**src/rtl/seg_scan_ctrl_pkg.sv**
```systemverilog
// Shared constants and types for the multiplexed seven-segment score display.
package seg_scan_ctrl_pkg;

  localparam logic [6:0] SEG_OFF   = 7'b111_1111;
  localparam logic [3:0] BCD_BLANK = 4'hF;

  typedef enum logic [1:0] {
    ST_IDLE,
    ST_SHIFT,
    ST_COMMIT
  } conv_state_t;

  function automatic int unsigned pow10(input int unsigned n);
    int unsigned p;
    p = 1;
    for (int unsigned i = 0; i < n; i++) p = p * 10;
    return p;
  endfunction

endpackage

```
**src/rtl/bin2bcd_seq.sv**
```systemverilog
// Sequential double-dabble converter with saturation and a one-deep pending request slot.
module bin2bcd_seq
  import seg_scan_ctrl_pkg::*;
#(
  parameter int NUM_DIGITS = 4,
  parameter int VALUE_W    = 14
) (
  input  logic                    clk,
  input  logic                    rst,
  input  logic                    start,
  input  logic [VALUE_W-1:0]      bin,
  output logic                    busy,
  output logic                    bcd_valid,
  output logic [4*NUM_DIGITS-1:0] bcd
);

  localparam int          BCD_W   = 4 * NUM_DIGITS;
  localparam int          CNT_W   = (VALUE_W > 1) ? $clog2(VALUE_W) : 1;
  localparam int unsigned MAX_VAL = pow10(NUM_DIGITS) - 1;

  conv_state_t        state, state_n;
  logic [VALUE_W-1:0] sh, cap, pend_val, ld_val;
  logic [BCD_W-1:0]   acc, acc_adj, acc_shift;
  logic [CNT_W-1:0]   cnt;
  logic               pending, ld;

  // State register.
  always_ff @(posedge clk) begin
    if (rst) state <= ST_IDLE;
    else     state <= state_n;
  end

  // Next state: a load arriving during COMMIT, or one already pending, chains straight into SHIFT.
  always_comb begin
    state_n = state;
    case (state)
      ST_IDLE:   if (start) state_n = ST_SHIFT;
      ST_SHIFT:  if (cnt == CNT_W'(VALUE_W - 1)) state_n = ST_COMMIT;
      ST_COMMIT: state_n = (start || pending) ? ST_SHIFT : ST_IDLE;
      default:   state_n = ST_IDLE;
    endcase
  end

  // Add-3 adjust on each nibble, then shift in the next binary bit.
  always_comb begin
    acc_adj = acc;
    for (int unsigned i = 0; i < NUM_DIGITS; i++) begin
      if (acc[4*i +: 4] >= 4'd5) acc_adj[4*i +: 4] = acc[4*i +: 4] + 4'd3;
    end
    acc_shift = {acc_adj[BCD_W-2:0], sh[VALUE_W-1]};
  end

  // Start selection: a fresh load in COMMIT supersedes the pending value (newest wins).
  always_comb begin
    ld     = ((state == ST_IDLE) && start) || ((state == ST_COMMIT) && (start || pending));
    ld_val = ((state == ST_COMMIT) && !start) ? pend_val : bin;
  end

  // Conversion datapath and pending slot.
  always_ff @(posedge clk) begin
    if (rst) begin
      sh       <= '0;
      cap      <= '0;
      acc      <= '0;
      cnt      <= '0;
      pending  <= 1'b0;
      pend_val <= '0;
    end else begin
      if (ld) begin
        sh  <= ld_val;
        cap <= ld_val;
        acc <= '0;
        cnt <= '0;
      end else if (state == ST_SHIFT) begin
        sh  <= sh << 1;
        acc <= acc_shift;
        cnt <= cnt + CNT_W'(1);
      end
      if ((state == ST_SHIFT) && start) begin
        pending  <= 1'b1;
        pend_val <= bin;
      end else if (state == ST_COMMIT) begin
        pending <= 1'b0;
      end
    end
  end

  // A superseded result is dropped so the display never shows it.
  always_comb begin
    busy      = (state != ST_IDLE);
    bcd_valid = (state == ST_COMMIT) && !start && !pending;
    bcd       = (32'(cap) > MAX_VAL) ? {NUM_DIGITS{4'h9}} : acc;
  end

endmodule

```
**src/rtl/sevenseg.sv**
```systemverilog
// Active-low {g..a} decoder for decimal digits; any other code drives all segments off.
module sevenseg
  import seg_scan_ctrl_pkg::*;
(
  input  logic [31:0] value,
  output logic [6:0]  seg
);

  // Decode one decimal digit; upper bits set or codes above 9 blank the digit.
  always_comb begin
    seg = SEG_OFF;
    if (value[31:4] == '0) begin
      case (value[3:0])
        4'd0:    seg = 7'h40;
        4'd1:    seg = 7'h79;
        4'd2:    seg = 7'h24;
        4'd3:    seg = 7'h30;
        4'd4:    seg = 7'h19;
        4'd5:    seg = 7'h12;
        4'd6:    seg = 7'h02;
        4'd7:    seg = 7'h78;
        4'd8:    seg = 7'h00;
        4'd9:    seg = 7'h10;
        default: seg = SEG_OFF;
      endcase
    end
  end

endmodule

```
**src/rtl/seg_scan_ctrl.sv**
```systemverilog
// Score display: BCD conversion, digit scanning, leading-zero blanking and registered pin drive.
module seg_scan_ctrl
  import seg_scan_ctrl_pkg::*;
#(
  parameter int NUM_DIGITS = 4,
  parameter int VALUE_W    = 14,
  parameter int SCAN_DIV   = 50000
) (
  input  logic                  clk,
  input  logic                  rst,
  input  logic [VALUE_W-1:0]    value,
  input  logic                  load,
  input  logic                  blank_lz,
  output logic                  busy,
  output logic [6:0]            seg,
  output logic [NUM_DIGITS-1:0] an
);

  localparam int IDX_W = (NUM_DIGITS > 1) ? $clog2(NUM_DIGITS) : 1;
  localparam int DIV_W = $clog2(SCAN_DIV);

  logic [DIV_W-1:0]        div_cnt;
  logic [IDX_W-1:0]        idx;
  logic [4*NUM_DIGITS-1:0] disp, bcd;
  logic                    bcd_valid, upper_zero;
  logic [3:0]              code;
  logic [6:0]              seg_dec;

  bin2bcd_seq #(
    .NUM_DIGITS(NUM_DIGITS),
    .VALUE_W   (VALUE_W)
  ) u_conv (
    .clk      (clk),
    .rst      (rst),
    .start    (load),
    .bin      (value),
    .busy     (busy),
    .bcd_valid(bcd_valid),
    .bcd      (bcd)
  );

  // Display register only takes complete conversions.
  always_ff @(posedge clk) begin
    if (rst)            disp <= '0;
    else if (bcd_valid) disp <= bcd;
  end

  // Free-running scan divider and digit index.
  always_ff @(posedge clk) begin
    if (rst) begin
      div_cnt <= '0;
      idx     <= '0;
    end else if (div_cnt == DIV_W'(SCAN_DIV - 1)) begin
      div_cnt <= '0;
      idx     <= (idx == IDX_W'(NUM_DIGITS - 1)) ? '0 : idx + IDX_W'(1);
    end else begin
      div_cnt <= div_cnt + DIV_W'(1);
    end
  end

  // Blank the current digit when it and every more-significant digit is zero (digit 0 always shown).
  always_comb begin
    upper_zero = 1'b1;
    for (int unsigned i = 0; i < NUM_DIGITS; i++) begin
      if ((i >= 32'(idx)) && (disp[4*i +: 4] != 4'd0)) upper_zero = 1'b0;
    end
    code = disp[{idx, 2'b00} +: 4];
    if (blank_lz && (idx != '0) && upper_zero) code = BCD_BLANK;
  end

  sevenseg u_seg (
    .value({28'b0, code}),
    .seg  (seg_dec)
  );

  // Segments and anodes registered together so they always refer to the same digit.
  always_ff @(posedge clk) begin
    if (rst) begin
      seg <= SEG_OFF;
      an  <= '1;
    end else begin
      seg <= seg_dec;
      an  <= ~(NUM_DIGITS'(1) << idx);
    end
  end

endmodule
```
**config.mk**
```make
export PLATFORM = sky130hd
export DESIGN_NAME = seg_scan_ctrl
export DESIGN_NICKNAME = d
export VERILOG_FILES = /design/src/rtl/seg_scan_ctrl_pkg.sv /design/src/rtl/bin2bcd_seq.sv /design/src/rtl/sevenseg.sv /design/src/rtl/seg_scan_ctrl.sv
export SDC_FILE = /design/constraint.sdc
export NUM_CORES = 1
export LEC_CHECK = 0
export ABC_CLOCK_PERIOD_IN_PS = 2600
export CELL_PAD_IN_SITES_DETAIL_PLACEMENT = 1
export CELL_PAD_IN_SITES_GLOBAL_PLACEMENT = 1
export CORE_MARGIN = 1.5
export CORE_UTILIZATION = 43
export CTS_BUF_LIST = sky130_fd_sc_hd__clkbuf_2 sky130_fd_sc_hd__clkbuf_4 sky130_fd_sc_hd__clkbuf_8
export CTS_CLUSTER_SIZE = 20
export DETAILED_ROUTE_END_ITERATION = 6
export PLACE_DENSITY_LB_ADDON = 0.1
export SLEW_MARGIN = 10
export SYNTH_ARGS = -nofsm -noshare
export SYNTH_HDL_FRONTEND = slang
export SYNTH_HIERARCHICAL = 1
export SYNTH_SLANG_ARGS = --single-unit
```
**constraint.sdc**
```tcl
create_clock -name clk -period 2.6 [get_ports clk]
set_input_delay 0.52 -clock clk [delete_from_list [all_inputs] [get_ports clk]]
set_output_delay 0.52 -clock clk [all_outputs]
set_load 0.05 [all_outputs]
```
---- Yosys cells after proc, flatten, opt, wreduce, memory -nomap -nowiden ----
Memories as Yosys holds them, arrays and structs flattened. A register that Yosys moved wholly into a read port is not among the register bits.
Index checks and enable logic that the tools add are counted.
storage, ports and cells
  memory bits (read-only) ................. 112
  memories ................................ 1
  bits in registers ....................... 103
  output and inout port bits .............. 12
cells by class
  shift operators ......................... 2
  muxes and demuxes ....................... 20
  equality and inequality tests ........... 7
  reductions and logical operators ........ 26
  bitwise logic cells ..................... 1
  magnitude comparators ................... 8
  add/subtract/negate cells ............... 7
memory list
  memory            words  width  rd ports  clocked after Yosys merged registers in  write ports  RTL line        text
  (name not given)  16     7      1         1                                        0            sevenseg.sv:13  case (value[3:0])
operators with widths
  operator               count
  $mux 14                3
  $add 16x1->16 const B  1
  $eq 16x16->1 const B   1
  $ge 4x3->1 const B     4
  $mux 16                1
  $mux 4                 4
  $reduce_bool 4->1      4
  $shiftx 16x5->4        1
  $gt 14x14->1 const B   1
  $add 4x2->4 const B    3
  $logic_and 1x1->1      10
  $reduce_bool 2->1      4
  $mux 1                 7
  $mux 2                 3
  $pmux 2 s3             1
  $add 4x1->4 const B    1
  $eq 2x2->1 const B     2
  $eq 4x4->1 const B     1
  $ge 1x2->1 const A     2
  $not 4->4              1
  $reduce_or 2->1        2
  $shl 1x2->4 const A    1
  $add 3x2->3 const B    1
  $mux 3                 1
  9 further kinds        11

---- Logic depth before layout (Yosys ltp) ----
  word-level depth ........................ 8
  mapped depth ............................ 12
  mapped depth without buffers ............ 12

---- Modules after synthesis ----
Netlist, hierarchy kept.
modules (own cells, without submodules)
  module         area an instance (um^2)  sequential area each (um^2)  cells each  times used
  bin2bcd_seq    2947.8                   1221.2                       338         1
  seg_scan_ctrl  1893.1                   900.9                        184         1
  sevenseg       294.0                    0.0                          41          1

---- Worst setup path after synthesis ----
Ideal clock, no wire load.
  kind .................................... register to register
  start point ............................. register idx[0]
  end point ............................... register seg[0]
  buffers on the path ..................... 1
  arrival time ............................ 2.379 ns
  stages on the path, launching flop included .. 12
  slack ................................... 0.098 ns
  period minus slack after synthesis ...... 2.502 ns
  path through ............................ dfxtp_1 clkbuf_1 inv_1 ha_1 nor4b_2 or2_1 inv_1 ha_1 o21ba_2 o21ai_0 nand3_1 or2_2
between the ends
  word-level cells in the longest chain between the ends .. 8
  elaborated cells on any way between the ends .. 15
  those cells by class .................... order compare: 3; shift: 1; mux: 5; reduce/logical: 6
RTL lines
  element                 RTL line             text
  from (decl)             seg_scan_ctrl.sv:23  logic [IDX_W-1:0] idx;
  from (signal assigned)  seg_scan_ctrl.sv:55  idx <= (idx == IDX_W'(NUM_DIGITS - 1)) ? '0 : idx + IDX_W'(1);
  $ge 1x2->1              seg_scan_ctrl.sv:65  if ((i >= 32'(idx)) && (disp[4*i +: 4] != 4'd0)) upper_zero = 1'b0;
  $logic_and 1x1->1       seg_scan_ctrl.sv:65
  $mux 1 (4 in a row)     seg_scan_ctrl.sv:65
  $logic_and 1x1->1       seg_scan_ctrl.sv:68  if (blank_lz && (idx != '0) && upper_zero) code = BCD_BLANK;
  $mux 4 *                seg_scan_ctrl.sv:68
  named net code[1]       seg_scan_ctrl.sv:26  logic [3:0] code;
  to (decl)               seg_scan_ctrl.sv:15  output logic [6:0] seg,
Mark *: on every way through the listed nets, which the timed path passes. The rest lies on a longest branch.
A chain may end at the register's enable or synchronous reset.

---- Final worst setup path ----
  start point ............................. register disp[15]
  end point ............................... register seg[0]
between the ends
  word-level cells in the longest chain between the ends .. 4
  elaborated cells on any way between the ends .. 5
  those cells by class .................... shift: 1; mux: 2; reduce/logical: 2
RTL lines
  element                 RTL line             text
  from (decl)             seg_scan_ctrl.sv:24  logic [4*NUM_DIGITS-1:0] disp, bcd;
  from (signal assigned)  seg_scan_ctrl.sv:44  if (rst) disp <= '0;
  from (signal assigned)  seg_scan_ctrl.sv:45  else if (bcd_valid) disp <= bcd;
  $reduce_bool 4->1       seg_scan_ctrl.sv:65
  $mux 1                  seg_scan_ctrl.sv:65
  $logic_and 1x1->1       seg_scan_ctrl.sv:68
  $mux 4                  seg_scan_ctrl.sv:68
  named net code[1]       seg_scan_ctrl.sv:26
The timed path passes the listed nets, and every way through them passes these cells.

==> metrics <==
main combinational cell family by area after synthesis simple AND/OR/NAND/NOR gates; final-stage net count 650; power density relative to cell area 525 nW/µm²; number of optimization iterations in the first detailed-route pass 6; net switching power figure 0.815 mW; Final Power 3.07 mW; cell type with the largest total area after synthesis sky130_fd_sc_hd__dfxtp_1; H-tree depth reported by CTS 3; vias in the first global route 4,099; Sum Neg Setup Slack 0 ps; first-pass GRT wire length 19.5 mm; x dimension of the die 112 µm; ratio of routed vias to standard cells 5.36; cell internal pwr 2.25 mW; initial antenna violation count 0; Critical Path Fanout Max 4; post-route fraction of the period consumed by the critical path 95.7%; post-route clock skew 9.49 ps; register clock-pin slew on the reported worst setup and hold paths 100 ps; TritonCTS clock tree done; number of fill cells 1,364; maximum number of pins on one net before global-route repair 34; DRC Markers 5; kind of end point of the critical path register; P_leak 2.17 nW; proportion of register bits with asynchronous set or reset after synthesis 0%; maximum buffer depth of the clock tree 2; sequential cell area fraction in the yosys report 41.3%; starting utilization of the core area 44.6%; worst slew pin tran 649 ps; routed length per instance 14.8 µm; routability congestion estimate 0.807; number of hold buffers added after cts 0; total count of max-transition violations in the final report 0; synthesized area 5130 µm²; cell with the largest stage delay on the worst path sky130_fd_sc_hd__or4_1; GR Layer Usage met1 23.6%; max-cap check violation count 0; f_max 402 MHz; # IOs 30; Compound-Gate Fraction of Synth Area 14.7%; Floorplan Core Area 11,500 µm²; critical path's largest stage delay 590 ps; post-CTS repair timing setup buffer count 0; number of buffers inserted during clock tree synthesis 9; Skew-Pair Late Insertion Delay 390 ps; time the worst path needs with I/O delays and setup 2490 ps; starting DRC count in detailed routing 184; most utilized layer in the global route result met2; number of buffer and inverter instances along the worst setup path 1; top-area cell type share of the netlist area 41.3%; synthesis-stage register bit count 106; number of port buffers 29; WL final 11.3 mm; maximum VDD drop 0.388 mV; Hold Crit Class register to register; status finished, violations left; worst path arrival time 2770 ps; met3 Usage GRT 4.86%; Worst Path Class, Setup register to register; die area 12,600 µm²; post-synthesis instance total 563; violations in the final reports design-rule violations; Worst path top cell family by delay simple AND/OR/NAND/NOR gates; proportion of synthesized area in mux cells 8.48%; crit path launch type register; hold violation count in the final report 0; Synth Area in Adders 5.12%; # setup viols final 0; share of the synthesized netlist area taken by xor and xnor gates 3.07%; normalized max-slew margin 56.7%; worst endpoint required time 2880 ps; CTS root buf sky130_fd_sc_hd__clkbuf_8; n_diodes 0; all-layer global routing usage 19.0%; synth top area cells sky130_fd_sc_hd__dfxtp_1, sky130_fd_sc_hd__mux2i_1, sky130_fd_sc_hd__ha_1, sky130_fd_sc_hd__nor2_1, sky130_fd_sc_hd__a21oi_1; area added between synthesis and finish 13.8%; overall overflow remaining after global route 0; DRT antenna net count 0; number of enable-type register cells in the synthesized netlist 0; per-instance average area after synthesis 9.12 µm²; cell-by-cell trace of the critical path or4_1, nor4b_4, or2_1, inv_1, ha_1, o21ba_2, o21ai_0, nand3_1, or2_2; final HPWL from detailed placement 8.18 mm; clock sinks 106; number of warnings issued by yosys 6; detailed-route via count 4,067; most frequently used cell type in the post-synthesis netlist sky130_fd_sc_hd__dfxtp_1; Synth top cells by count sky130_fd_sc_hd__dfxtp_1, sky130_fd_sc_hd__nor2_1, sky130_fd_sc_hd__nand2_1, sky130_fd_sc_hd__a21oi_1, sky130_fd_sc_hd__mux2i_1; Die Y-Extent 112 µm; Cell variety after synth 60; simple-gate portion of the synthesized area 22.5%; met2 capacity usage during global routing 33.0%; Seq pwr share 56.2%; share of power burned in combinational logic 9.6%; switch share 26.6%; fraction of layout cells with a size suffix above 1 10.4%; ys flop type sky130_fd_sc_hd__dfxtp_1; power share of the clock group 34.2%; Cell Rows 39
final timing paths:
check                                         from                 end  slack (ps)  depth (start not counted)
worst max-delay path                      disp[15]              seg[0]         110                          9
worst min-delay path            u_conv/pend_val[1]  u_conv/pend_val[1]         460                          2
worst max register to register            disp[15]              seg[0]         110                          9
worst min register to register  u_conv/pend_val[1]  u_conv/pend_val[1]         460                          2
cell type report:
class                      instances  area [µm²]  share of cell area [%]
clock buffer                       9         124                    2.12
clock inverter                     7        77.6                    1.33
inverter                          20        75.1                    1.28
multi-input combinational        433        2890                    49.4
sequential                       106        2130                    36.4
tap                              143         179                    3.06
timing repair buffer              41         378                    6.46
timing repair:
item / CTS / global route
setup endpoints to repair: 2 / 2
pin swaps: 0 / 0
gates resized for setup: 1 / 3
flip-flops by register name, indices dropped and copies added, names as in the netlist:
name             flops
u_conv/acc          16
u_conv/cnt           4
disp                16
u_conv/state         2
seg                  7
u_conv/pending       1
div_cnt             16
u_conv/cap          10
u_conv/sh           14
an                   4
u_conv/pend_val     14
idx                  2
worst min-delay path: stages (launching register included):
cell and delay [ps]:
sky130_fd_sc_hd__dfxtp_1 320, sky130_fd_sc_hd__nand2_1 50, sky130_fd_sc_hd__a21oi_1 50
metrics by stage:
stage | hold WS (ps) | cell area [µm²] | utilization (%) | cells | setup slack (ps)
after floorplan | 429 | 5240 | - | 590 | 97.5
after global placement | 441 | 5630 | 48.9 | 743 | 169
after detailed placement | 450 | 5630 | 48.9 | 743 | -6.92
after CTS | 464 | 5830 | 50.6 | 759 | 59.8
after global routing | 480 | 5850 | 50.8 | 759 | -0.952
final | 460 | 5850 | 50.8 | 759 | 112
routing by layer:
layer / share of wire [%] / routed length (µm)
met1: 48 / 5370
met2: 48 / 5440
met5: 0 / 0
met3: 2.9 / 330
met4: 1.1 / 123
cell families (layout without fill, tap and decap cells):
logic type,count (synthesis),after routing
DFF,106,106
adders and majority gates,21,21
and+or+nand+nor,216,216
AOI/OAI and AO/OA,112,112
other,1,28
buffers and inverters,51,77
muxes,38,38
xor gates and xnor gates,18,18
power by group through the flow:
stage	logic [mW]	clock network (mW)	registers, mW
2_1_floorplan	0.216	0	1.75
3_3_place_gp	0.287	0	1.76
3_5_place_dp	0.299	0	1.76
4_1_cts	0.299	1.09	1.72
5_1_grt	0.333	1.15	1.73
6_report	0.296	1.05	1.72
layout by cell type (no fill, tap or decap), types with 3 or more instances in the layout:
cell type / netlist / final
sky130_fd_sc_hd__dfxtp_1: 106 / 105
sky130_fd_sc_hd__nor2_1: 57 / 57
sky130_fd_sc_hd__nand2_1: 49 / 49
sky130_fd_sc_hd__a21oi_1: 39 / 39
sky130_fd_sc_hd__mux2i_1: 30 / 30
sky130_fd_sc_hd__conb_1: 1 / 28
sky130_fd_sc_hd__clkdlybuf4s50_1: 0 / 27
sky130_fd_sc_hd__nand2b_1: 21 / 21
sky130_fd_sc_hd__ha_1: 21 / 21
sky130_fd_sc_hd__inv_1: 20 / 20
sky130_fd_sc_hd__xnor2_1: 15 / 15
sky130_fd_sc_hd__nand3_1: 15 / 15
sky130_fd_sc_hd__nor3_1: 13 / 13
sky130_fd_sc_hd__a211oi_1: 13 / 13
sky130_fd_sc_hd__buf_4: 6 / 12
sky130_fd_sc_hd__o21ai_0: 11 / 11
sky130_fd_sc_hd__nor4_1: 10 / 10
sky130_fd_sc_hd__clkbuf_8: 0 / 9
sky130_fd_sc_hd__and2_1: 8 / 8
sky130_fd_sc_hd__or2_2: 7 / 7
sky130_fd_sc_hd__o31ai_1: 7 / 7
sky130_fd_sc_hd__a21boi_1: 7 / 7
sky130_fd_sc_hd__o21a_1: 7 / 7
sky130_fd_sc_hd__a221o_1: 6 / 6
sky130_fd_sc_hd__or2_1: 5 / 5
sky130_fd_sc_hd__mux4_2: 4 / 4
sky130_fd_sc_hd__a41oi_1: 4 / 4
sky130_fd_sc_hd__a31oi_1: 4 / 4
sky130_fd_sc_hd__o22ai_1: 3 / 3
sky130_fd_sc_hd__nand4_1: 3 / 3
sky130_fd_sc_hd__nor2_2: 3 / 3
sky130_fd_sc_hd__xor2_1: 3 / 3
sky130_fd_sc_hd__nor3b_1: 3 / 3
sky130_fd_sc_hd__mux2_2: 3 / 3
sky130_fd_sc_hd__a2111oi_0: 3 / 3
Power figures use the tool's default switching activity.
